$ cat src/rtl/vga_timing_pkg.sv
// Shared timing types, reset defaults and legality helpers for the VGA timing generator.
package vga_timing_pkg;
    localparam int VGA_TW    = 16;
    localparam int VGA_TOT_W = VGA_TW + 2;

    localparam int   VGA_DEF_H_VISIBLE  = 640;
    localparam int   VGA_DEF_H_FRONT    = 16;
    localparam int   VGA_DEF_H_SYNC     = 96;
    localparam int   VGA_DEF_H_BACK     = 48;
    localparam int   VGA_DEF_V_VISIBLE  = 480;
    localparam int   VGA_DEF_V_FRONT    = 10;
    localparam int   VGA_DEF_V_SYNC     = 2;
    localparam int   VGA_DEF_V_BACK     = 33;
    localparam logic VGA_DEF_H_POLARITY = 1'b0;
    localparam logic VGA_DEF_V_POLARITY = 1'b0;

    typedef struct packed {
        logic [VGA_TW-1:0] visible;
        logic [VGA_TW-1:0] front;
        logic [VGA_TW-1:0] sync;
        logic [VGA_TW-1:0] back;
        logic              polarity;
    } vga_axis_timing_t;

    // Wide enough that four maximal fields can never wrap and look legal.
    function automatic logic [VGA_TOT_W-1:0] axis_total(input vga_axis_timing_t t);
        return VGA_TOT_W'(t.visible) + VGA_TOT_W'(t.front)
             + VGA_TOT_W'(t.sync) + VGA_TOT_W'(t.back);
    endfunction

    function automatic logic axis_legal(input vga_axis_timing_t t, input int position_width);
        return (t.visible != '0) && (t.sync != '0)
            && (int'(axis_total(t)) <= ((1 << position_width) - 1));
    endfunction
endpackage

$ cat src/rtl/vga_axis_counter.sv
// One timing axis: position counter with terminal-count wrap plus sync/visible decode.
module vga_axis_counter
    import vga_timing_pkg::*;
#(
    parameter int POSITION_WIDTH = 12
) (
    input  logic                      pixel_clock,
    input  logic                      reset_n,
    input  logic                      advance,
    input  vga_axis_timing_t          timing,
    output logic [POSITION_WIDTH-1:0] position,
    output logic                      wrap,
    output logic                      sync,
    output logic                      visible
);
    logic [POSITION_WIDTH-1:0] position_q, position_d;
    logic [VGA_TOT_W-1:0]      pos_ext, last_pos, sync_start, sync_end;

    always_comb begin
        pos_ext    = VGA_TOT_W'(position_q);
        last_pos   = axis_total(timing) - 1'b1;
        sync_start = VGA_TOT_W'(timing.visible) + VGA_TOT_W'(timing.front);
        sync_end   = sync_start + VGA_TOT_W'(timing.sync);
        // >= rather than == so an out-of-range position after a timing change recovers.
        wrap       = (pos_ext >= last_pos);
        visible    = (pos_ext < VGA_TOT_W'(timing.visible));
        sync       = ((pos_ext >= sync_start) && (pos_ext < sync_end)) ?
                     timing.polarity : ~timing.polarity;
        position_d = position_q;
        if (advance)
            position_d = wrap ? '0 : position_q + 1'b1;
    end

    always_ff @(posedge pixel_clock or negedge reset_n) begin
        if (!reset_n)
            position_q <= '0;
        else
            position_q <= position_d;
    end

    assign position = position_q;
endmodule

$ cat src/rtl/vga_timing_gen.sv
// Reprogrammable VGA timing generator: shadowed timing applied at frame end, aligned delayed outputs.
module vga_timing_gen
    import vga_timing_pkg::*;
#(
    parameter int   POSITION_WIDTH = 12,
    parameter int   DEF_H_VISIBLE  = VGA_DEF_H_VISIBLE,
    parameter int   DEF_H_FRONT    = VGA_DEF_H_FRONT,
    parameter int   DEF_H_SYNC     = VGA_DEF_H_SYNC,
    parameter int   DEF_H_BACK     = VGA_DEF_H_BACK,
    parameter int   DEF_V_VISIBLE  = VGA_DEF_V_VISIBLE,
    parameter int   DEF_V_FRONT    = VGA_DEF_V_FRONT,
    parameter int   DEF_V_SYNC     = VGA_DEF_V_SYNC,
    parameter int   DEF_V_BACK     = VGA_DEF_V_BACK,
    parameter logic DEF_H_POLARITY = VGA_DEF_H_POLARITY,
    parameter logic DEF_V_POLARITY = VGA_DEF_V_POLARITY,
    parameter int   OUTPUT_DELAY   = 0
) (
    input  logic                      pixel_clock,
    input  logic                      reset_n,
    input  logic                      enable,
    input  logic                      cfg_write,
    input  logic [POSITION_WIDTH-1:0] cfg_h_visible,
    input  logic [POSITION_WIDTH-1:0] cfg_h_front,
    input  logic [POSITION_WIDTH-1:0] cfg_h_sync,
    input  logic [POSITION_WIDTH-1:0] cfg_h_back,
    input  logic [POSITION_WIDTH-1:0] cfg_v_visible,
    input  logic [POSITION_WIDTH-1:0] cfg_v_front,
    input  logic [POSITION_WIDTH-1:0] cfg_v_sync,
    input  logic [POSITION_WIDTH-1:0] cfg_v_back,
    input  logic                      cfg_h_polarity,
    input  logic                      cfg_v_polarity,
    output logic                      cfg_pending,
    output logic                      cfg_error,
    output logic [POSITION_WIDTH-1:0] h_position,
    output logic [POSITION_WIDTH-1:0] v_position,
    output logic                      visible_area,
    output logic                      vga_horizontal_sync,
    output logic                      vga_vertical_sync,
    output logic                      line_start,
    output logic                      frame_start
);
    localparam vga_axis_timing_t DEF_H = '{visible: VGA_TW'(DEF_H_VISIBLE), front: VGA_TW'(DEF_H_FRONT),
                                           sync: VGA_TW'(DEF_H_SYNC), back: VGA_TW'(DEF_H_BACK),
                                           polarity: DEF_H_POLARITY};
    localparam vga_axis_timing_t DEF_V = '{visible: VGA_TW'(DEF_V_VISIBLE), front: VGA_TW'(DEF_V_FRONT),
                                           sync: VGA_TW'(DEF_V_SYNC), back: VGA_TW'(DEF_V_BACK),
                                           polarity: DEF_V_POLARITY};
    localparam int OUT_W = 2 * POSITION_WIDTH + 5;
    localparam logic [OUT_W-1:0] OUT_RST = {{(2 * POSITION_WIDTH){1'b0}}, 1'b0,
                                            ~DEF_H_POLARITY, ~DEF_V_POLARITY, 2'b00};

    vga_axis_timing_t h_active_q, h_active_d, v_active_q, v_active_d;
    vga_axis_timing_t h_shadow_q, h_shadow_d, v_shadow_q, v_shadow_d;
    vga_axis_timing_t cfg_h, cfg_v;
    logic             cfg_pending_q, cfg_pending_d, cfg_error_q, cfg_error_d;
    logic             cfg_legal, frame_end;
    logic             h_wrap, v_wrap, h_sync, v_sync, h_vis, v_vis;
    logic [POSITION_WIDTH-1:0] h_pos, v_pos;
    logic [OUT_W-1:0] out_d;
    logic [OUT_W-1:0] out_q [OUTPUT_DELAY+1];

    always_comb begin
        cfg_h = '{visible: VGA_TW'(cfg_h_visible), front: VGA_TW'(cfg_h_front),
                  sync: VGA_TW'(cfg_h_sync), back: VGA_TW'(cfg_h_back), polarity: cfg_h_polarity};
        cfg_v = '{visible: VGA_TW'(cfg_v_visible), front: VGA_TW'(cfg_v_front),
                  sync: VGA_TW'(cfg_v_sync), back: VGA_TW'(cfg_v_back), polarity: cfg_v_polarity};
        cfg_legal     = axis_legal(cfg_h, POSITION_WIDTH) && axis_legal(cfg_v, POSITION_WIDTH);
        frame_end     = enable && h_wrap && v_wrap;
        h_active_d    = h_active_q;
        v_active_d    = v_active_q;
        h_shadow_d    = h_shadow_q;
        v_shadow_d    = v_shadow_q;
        cfg_pending_d = cfg_pending_q;
        cfg_error_d   = cfg_write && !cfg_legal;
        if (frame_end && cfg_pending_q) begin
            h_active_d    = h_shadow_q;
            v_active_d    = v_shadow_q;
            cfg_pending_d = 1'b0;
        end
        // Evaluated after the apply so a write on the wrap cycle stays pending for the next frame.
        if (cfg_write && cfg_legal) begin
            h_shadow_d    = cfg_h;
            v_shadow_d    = cfg_v;
            cfg_pending_d = 1'b1;
        end
    end

    always_ff @(posedge pixel_clock or negedge reset_n) begin
        if (!reset_n) begin
            h_active_q    <= DEF_H;
            v_active_q    <= DEF_V;
            h_shadow_q    <= DEF_H;
            v_shadow_q    <= DEF_V;
            cfg_pending_q <= 1'b0;
            cfg_error_q   <= 1'b0;
        end else begin
            h_active_q    <= h_active_d;
            v_active_q    <= v_active_d;
            h_shadow_q    <= h_shadow_d;
            v_shadow_q    <= v_shadow_d;
            cfg_pending_q <= cfg_pending_d;
            cfg_error_q   <= cfg_error_d;
        end
    end

    vga_axis_counter #(.POSITION_WIDTH(POSITION_WIDTH)) u_h_counter (
        .pixel_clock(pixel_clock), .reset_n(reset_n), .advance(enable), .timing(h_active_q),
        .position(h_pos), .wrap(h_wrap), .sync(h_sync), .visible(h_vis)
    );

    vga_axis_counter #(.POSITION_WIDTH(POSITION_WIDTH)) u_v_counter (
        .pixel_clock(pixel_clock), .reset_n(reset_n), .advance(enable && h_wrap), .timing(v_active_q),
        .position(v_pos), .wrap(v_wrap), .sync(v_sync), .visible(v_vis)
    );

    assign out_d = {h_pos, v_pos, h_vis && v_vis, h_sync, v_sync,
                    h_pos == '0, (h_pos == '0) && (v_pos == '0)};

    // Stage 0 registers the decode with the positions; further stages are pure delay.
    always_ff @(posedge pixel_clock or negedge reset_n) begin
        if (!reset_n) begin
            for (int i = 0; i <= OUTPUT_DELAY; i++)
                out_q[i] <= OUT_RST;
        end else if (enable) begin
            out_q[0] <= out_d;
            for (int i = 1; i <= OUTPUT_DELAY; i++)
                out_q[i] <= out_q[i-1];
        end
    end

    assign {h_position, v_position, visible_area, vga_horizontal_sync, vga_vertical_sync,
            line_start, frame_start} = out_q[OUTPUT_DELAY];
    assign cfg_pending = cfg_pending_q;
    assign cfg_error   = cfg_error_q;
endmodule

$ cat config.mk
export PLATFORM = sky130hd
export DESIGN_NAME = vga_timing_gen
export DESIGN_NICKNAME = d
export VERILOG_FILES = /design/src/rtl/vga_timing_pkg.sv /design/src/rtl/vga_axis_counter.sv /design/src/rtl/vga_timing_gen.sv
export SDC_FILE = /design/constraint.sdc
export NUM_CORES = 1
export LEC_CHECK = 0
export ABC_AREA = 1
export ABC_CLOCK_PERIOD_IN_PS = 6600
export BUFFER_PORTS_ARGS = -buffer_cell sky130_fd_sc_hd__clkbuf_2
export CAP_MARGIN = 30
export CORE_ASPECT_RATIO = 0.6
export CORE_MARGIN = 5
export CORE_UTILIZATION = 46
export DETAILED_ROUTE_END_ITERATION = 7
export MAX_ROUTING_LAYER = met4
export PLACE_DENSITY = 0.75
export SETUP_SLACK_MARGIN = 0.1
export SLEW_MARGIN = 25
export SYNTH_ARGS = -nofsm -noshare
export SYNTH_HDL_FRONTEND = slang
export SYNTH_SLANG_ARGS = --single-unit
$ cat constraint.sdc
create_clock -name pixel_clock -period 6.6 [get_ports pixel_clock]
set_input_delay 0.99 -clock pixel_clock [delete_from_list [all_inputs] [get_ports pixel_clock]]
set_output_delay 0.99 -clock pixel_clock [all_outputs]
set_load 0.005 [all_outputs]
==> impl_metrics.json, run 1 <==
{
  "postSynthAreaPerCell_um2": 8.08,
  "setup_viol": 0,
  "synth-edff-count": 0,
  "cts_tree": "built",
  "fmax_mhz": 162,
  "finalHoldViolCount": 0,
  "core_mm2": 0.0390,
  "h-tree-depth": 1,
  "area_delta_synth_final_pct": 13.7,
  "grt_max_degree": 166,
  "slew_violations": 0,
  "slew_headroom_pct": 36.7,
  "fin_total_pwr_mw": 4.69,
  "synth_cells": 2242,
  "dr.pass1.iters": 6,
  "grt_pass1_wl_um": 79900,
  "crit_arrival_ns": 6.63,
  "wirelength_um": 52900,
  "netlist_area_mm2": 0.0181,
  "final_nets": 2732,
  "root_buffer": "clkbuf_16",
  "grt_antenna_before_repair": 0,
  "die_y_um": 164,
  "top_level_ports": 133,
  "grt.overflow.total": 0,
  "hpwl_um": 39400,
  "worst-setup-path-type": "flip-flop to flip-flop",
  "ys_seq_area_share_pct": 34.9,
  "yosys-top-cells-area": "dfrtp_1, ha_1, nand2_1",
  "required_ns": 7.05,
  "drt_iter0_markers": 1613,
  "drc": 0,
  "r2r_slack_ns": 0.41,
  "stdcell_count": 2905,
  "crit_fanout": 13,
  "num_rows": 56,
  "peakVddDrop_mv": 0.199,
  "ys_seq_elements": 251,
  "syn_nets": 2613,
  "place.gp.congestion": 0.960,
  "vias": 16300,
  "clk_pin_slew_ns": 0.06,
  "status": "finished clean",
  "min_period_over_period_pct": 93.7,
  "crit_slowest_cell": "dfstp_2",
  "p_leak_nw": 10.7,
  "ys.flop_type": "dfrtp_1",
  "crit_top_cell": "nand2_1",
  "clkLatencyLatePin_ns": 0.57,
  "ant_nets": 0,
  "tightest_slew_ns": 0.950,
  "cts_buffers": 25,
  "post_dp_cell_area_mm2": 0.0193,
  "cpPeakStageDelay_ns": 0.55,
  "r2r_start": "v_active_q[34]",
  "dp.cells": 2830,
  "grtUsageTotal_pct": 23.3,
  "endpoint_kind": "flip-flop",
  "async_flop_share_pct": 100,
  "min_path_type": "input pin to async pin",
  "io_buffers": 132,
  "wl_per_cell_um": 18.2,
  "floorplan.initialDensity_pct": 46.5,
  "die_w_um": 266,
  "dieArea_mm2": 0.0436,
  "clock_skew_ns": 0.0164,
  "startpoint_type": "flip-flop",
  "stdcell_area_mm2": 0.0206,
  "reg2reg_depth": 33,
  "synth_most_common_cell": "nand2_1",
  "finalSetupTns_ns": 0,
  "viasPerCell": 5.60,
  "netlist_top_cells_count": "nand2_1, inv_1, dfrtp_1",
  "cts_buffer_depth": 3,
  "drive_gt1_share_pct": 12.5,
  "cap_violations": 0,
  "grt_pass1_vias": 15100,
  "fin_util_pct": 52.9,
  "synth-warning-count": 0,
  "fin_crit_ns": 6.19,
  "powerDensity_mw_per_mm2": 227,
  "yosys.cell_types.count": 45,
  "netlist.area_leader.share_pct": 30.0,
  "yosysTopAreaCell": "dfrtp_1",
  "cts.sinks": 251,
  "r2r-end": "v_active_q[44]"
}
-- worst max-delay path: cells and delay by family (launching register included) --
| family | cells | cell delay, ns |
|---|---|---|
| AND/OR/NAND/NOR | 12 | 1.40 |
| flip-flops | 1 | 0.55 |
| AO/OA/AOI/OAI | 8 | 1.23 |
| XOR/XNOR | 3 | 0.46 |
| adder cells (fa/ha/maj) | 5 | 1.63 |
| buffers and inverters | 5 | 0.76 |
-- metal layers --
| layer | routed length, µm | track usage [%] | up-vias | part of all wire, % |
|---|---|---|---|---|
| met5 | 0 | - | - | 0 |
| met2 | 20100 | 29.7 | 708 | 38 |
| met4 | 887 | 3.27 | 0 | 1.7 |
| met1 | 26500 | 37.8 | 7761 | 50 |
| met3 | 5380 | 5.36 | 71 | 10 |
| li1 | - | - | 7730 | - |
-- cells in the final DEF (no fill, tap or decap), types with 4 or more instances in the layout --
master | synthesis | routed
nor4_1 | 17 | 17
xnor2_1 | 20 | 19
clkbuf_16 | 0 | 30
nand3_1 | 165 | 164
xor2_2 | 0 | 5
o21ai_0 | 77 | 73
nand3b_1 | 4 | 4
o21bai_1 | 8 | 7
clkbuf_2 | 0 | 130
clkbuf_1 | 56 | 6
ha_1 | 215 | 210
dfstp_2 | 34 | 34
or2_2 | 4 | 4
a21oi_2 | 1 | 9
buf_4 | 10 | 23
dfrtp_1 | 217 | 216
nor3_1 | 23 | 20
buf_6 | 3 | 7
nor2_1 | 84 | 81
a21o_1 | 8 | 8
fa_1 | 54 | 54
o2111ai_1 | 7 | 7
inv_1 | 227 | 227
o21ai_1 | 3 | 4
nand2_1 | 661 | 658
xor2_1 | 51 | 46
o21a_1 | 5 | 5
a31oi_1 | 9 | 9
a21oi_1 | 117 | 109
nand4_1 | 115 | 115
clkinv_2 | 0 | 4
o211ai_1 | 10 | 10
-- what timing repair did --
item	in CTS	in global routing
hold buffers	0	0
endpoints found under the setup margin	0	119
buffers inserted	0	15
gates resized for setup	0	49
-- sequential cells by signal, indices dropped and copies added, names as in the netlist --
name and cells:
cfg_error 1, cfg_pending 1, h_active_q 49, h_shadow_q 49
out_q 29, u_h_counter.position 12, u_v_counter.position 12, v_active_q 49
v_shadow_q 49
-- cell families (layout without fill, tap and decap cells) --
logic type / Yosys count / count (layout) / synth area share (%)
xor+xnor: 71 / 71 / 3.43
buf+inv: 311 / 448 / 6.86
fa+ha+maj: 269 / 269 / 20.8
flops: 251 / 251 / 34.9
compound gates: 258 / 258 / 8.02
other cells: 0 / 3 / 0
simple gates: 1082 / 1083 / 26.0
-- through the flow --
stage,hold WS (ns),setup slack (ns)
6_report,0.405,0.414
2_1_floorplan,0.442,1.25
5_1_grt,0.445,-0.0124
3_5_place_dp,0.454,0.241
3_3_place_gp,0.452,0.287
4_1_cts,0.440,0.215
-- worst max-delay path by stage --
stage / from / end / slack, ns
2_1_floorplan: h_active_q[51] / v_active_q[11] / 1.25
3_3_place_gp: h_active_q[51] / v_active_q[26] / 0.29
3_5_place_dp: v_active_q[34] / h_active_q[5] / 0.24
4_1_cts: v_active_q[34] / h_active_q[36] / 0.22
5_1_grt: v_active_q[53] / v_active_q[44] / -0.01
6_report: v_active_q[34] / v_active_q[44] / 0.41
-- report_power, final --
part           switching (mW)  leakage [nW]  internal [mW]
Combinational           0.668          7.15          0.393
Sequential              0.321          3.14           1.87
Clock                   0.647         0.390          0.784
Total                    1.64          10.7           3.05
-- cell type report --
cell class              count  area, µm²
flip-flops and latches    251       6320
multi-input cells        1681      10800
diodes                      3       7.51
repair buffers            174       1190
clock inverters            12        119
well taps                 522        653
clock buffers              34        689
inverters                 228        863
fillers                  3637      18300
Note: power is estimated with default switching activity, not from simulation.
==> inputs of run 2 (changes only) <==
--- a/config.mk
+++ b/config.mk
@@ -14,9 +14,10 @@
 export CORE_UTILIZATION = 46
 export DETAILED_ROUTE_END_ITERATION = 7
 export MAX_ROUTING_LAYER = met4
-export PLACE_DENSITY = 0.75
+export PLACE_DENSITY = 0.74
 export SETUP_SLACK_MARGIN = 0.1
 export SLEW_MARGIN = 25
 export SYNTH_ARGS = -nofsm -noshare
 export SYNTH_HDL_FRONTEND = slang
+export SYNTH_HIERARCHICAL = 1
 export SYNTH_SLANG_ARGS = --single-unit
==> run 2 against run 1 <==
Compared with the run above:
- wire length increased by 18%
- total power increased by 15%
- combinational power increased by 58%
- critical endpoint is now u_v_counter/position[11]
==> impl_metrics.json, run 2 <==
{
  "status": "finished clean",
  "fillers": 4405,
  "endpoint_kind": "flip-flop",
  "top_level_ports": 133,
  "netlist_top_cells_count": "nand2_1, inv_1, ha_1",
  "min_path_type": "input pin to async pin",
  "ys_seq_elements": 251,
  "floorplan.initialDensity_pct": 46.9,
  "netlist_area_mm2": 0.0212,
  "r2r_start": "h_active_q[52]",
  "clk_pin_slew_ns": 0.07,
  "cap_violations": 0,
  "cts_buffers": 26,
  "yosysTopAreaCell": "dfrtp_1",
  "setup_ws_ns": 0.410,
  "grt_pass1_wl_um": 97100,
  "finalHoldViolCount": 0,
  "root_buffer": "clkbuf_16",
  "drt_iter0_markers": 1624,
  "final_nets": 3515,
  "cts_tree": "built",
  "worst-setup-path-type": "flip-flop to flip-flop",
  "synth_most_common_cell": "nand2_1",
  "clock_skew_ns": 0.0131,
  "fin_total_pwr_mw": 5.37,
  "synth-warning-count": 6,
  "peakVddDrop_mv": 0.195,
  "wl_per_cell_um": 16.6,
  "dieArea_mm2": 0.0507,
  "reg2reg_depth": 45,
  "clkLatencyLatePin_ns": 0.59,
  "viasPerCell": 5.11,
  "grt_pass1_vias": 17700,
  "postSynthAreaPerCell_um2": 7.24,
  "multiInputGateArea_mm2": 0.0132,
  "num_rows": 60,
  "crit_fanout": 4,
  "slew_violations": 0,
  "vias": 19200,
  "layout_commonest_cell": "nand2_1",
  "hpwl_um": 48400,
  "cts_hold_buf": 0,
  "wirelength_um": 62400,
  "slew_headroom_pct": 36.3,
  "netlist.area_leader.share_pct": 25.6,
  "dp.cells": 3675,
  "synth-edff-count": 0,
  "fin_crit_ns": 6.19,
  "crit_path_end": "u_v_counter/position[11]",
  "h-tree-depth": 1,
  "area_delta_synth_final_pct": 15.0,
  "grt_antenna_before_repair": 0,
  "preCtsSetupSlack_ns": -0.0310,
  "grt_max_degree": 119,
  "crit_top_cell": "nand2_1",
  "cts.sinks": 251,
  "crit_arrival_ns": 6.66,
  "r2r-end": "u_v_counter/position[11]",
  "ys_seq_area_share_pct": 29.8,
  "r2r_slack_ns": 0.41,
  "yosys-top-cells-area": "dfrtp_1, nand2_1, ha_1",
  "cpPeakStageDelay_ns": 0.43,
  "grtUsageTotal_pct": 24.6,
  "min_period_over_period_pct": 93.8,
  "startpoint_type": "flip-flop",
  "crit_path_start": "h_active_q[52]",
  "ys.flop_type": "dfrtp_1",
  "tightest_slew_ns": 0.955,
  "drive_gt1_share_pct": 13.7,
  "ant_nets": 0,
  "yosys.cell_types.count": 53,
  "dr.pass1.iters": 5,
  "stdcell_count": 3754,
  "layout_common_cells": "nand2_1, inv_1, ha_1",
  "synth_cells": 2932,
  "die_y_um": 176,
  "fmax_mhz": 162,
  "cts_buffer_depth": 3,
  "io_buffers": 132,
  "powerDensity_mw_per_mm2": 220,
  "rsz0062_at_grt": "yes",
  "crit_slowest_cell": "dfrtp_1",
  "drc": 0,
  "seq_area_mm2": 0.00632,
  "async_flop_share_pct": 100,
  "setup_viol": 0,
  "antenna_cells": 0,
  "required_ns": 7.07,
  "p_leak_nw": 14.0,
  "hold_ws_ns": 0.389,
  "place.gp.congestion": 0.957,
  "die_w_um": 287,
  "grt.overflow.total": 0,
  "core_mm2": 0.0452
}
-- run 2: changes by cell type after synthesis, sizes merged, moves of 12 or more --
cell,previous run,this run
clkbuf,56,35
nand2,661,1033
o21ai,80,48
nand3,167,127
ha,215,244
nand3b,4,16
nand4,116,133
inv,228,533
nor2,85,132
-- run 2: stage by stage --
stage / setup TNS [ns] / area, µm² / utilization (%)
finish: 0 / 24400 / 54.0
detailed placement: -0.0310 / 22700 / 50.3
global route: -0.0106 / 24400 / 54.0
floorplan: 0 / 21400 / -
CTS: 0 / 23700 / 52.4
global placement: 0 / 22700 / 50.2
-- run 2: critical path, delay by kind of cell, from the launching register on --
kind / cells / cell delay, ns
AND/OR/NAND/NOR: 25 / 2.49
adder cells (fa/ha/maj): 5 / 1.36
XOR/XNOR: 4 / 0.71
AO/OA/AOI/OAI: 5 / 0.66
flip-flops: 1 / 0.43
buffers and inverters: 6 / 0.41
-- run 2: layer usage --
layer  part of all wire, %  global-route usage [%]  vias to the layer above
li1                      -                       -                     9530
met1                    52                    40.2                     8891
met2                    37                    31.0                      713
met3                   9.3                    5.39                       65
met4                   1.5                    3.23                        0
met5                     0                       -                        -
-- run 2: logic make-up after synthesis --
family	Yosys count	share of synthesized area, %
simple gates	1473	30.1
buf+inv	603	11.0
fa+ha+maj	298	19.5
flops	251	29.8
compound gates	225	6.19
xor+xnor	81	3.41
other cells	1	0.0177
-- run 2: cell type report --
cell class                      instances  area share [%]
Clock inverter                         13           0.646
Multi-Input combinational cell       2119            54.1
Clock buffer                           34            3.04
Sequential cell                       251            25.9
Tap cell                              620            3.18
Inverter                              534            8.25
Timing Repair Buffer                  183            4.86
-- run 2: repair_timing --
item	in CTS	in global routing
resized for setup	5	96
cloned	0	2
buffers inserted	7	22
pin swaps	5	36
setup endpoints to repair	3	108
-- run 2: worst min-delay path by stage --
stage	from	endpoint	slack [ns]	depth (start not counted)
floorplan	h_shadow_q[5]	h_shadow_q[5]	0.44	2
global placement	v_shadow_q[33]	v_active_q[33]	0.45	2
detailed placement	v_shadow_q[57]	v_active_q[57]	0.45	2
CTS	reset_n	cfg_error	0.41	1
global route	reset_n	cfg_error	0.44	1
finish	reset_n	cfg_error	0.39	1
-- run 2: power by group --
group | internal, mW | total (mW) | switching, mW
Sequential | 1.87 | 2.14 | 0.276
Clock | 0.876 | 1.56 | 0.681
Combinational | 0.590 | 1.67 | 1.08
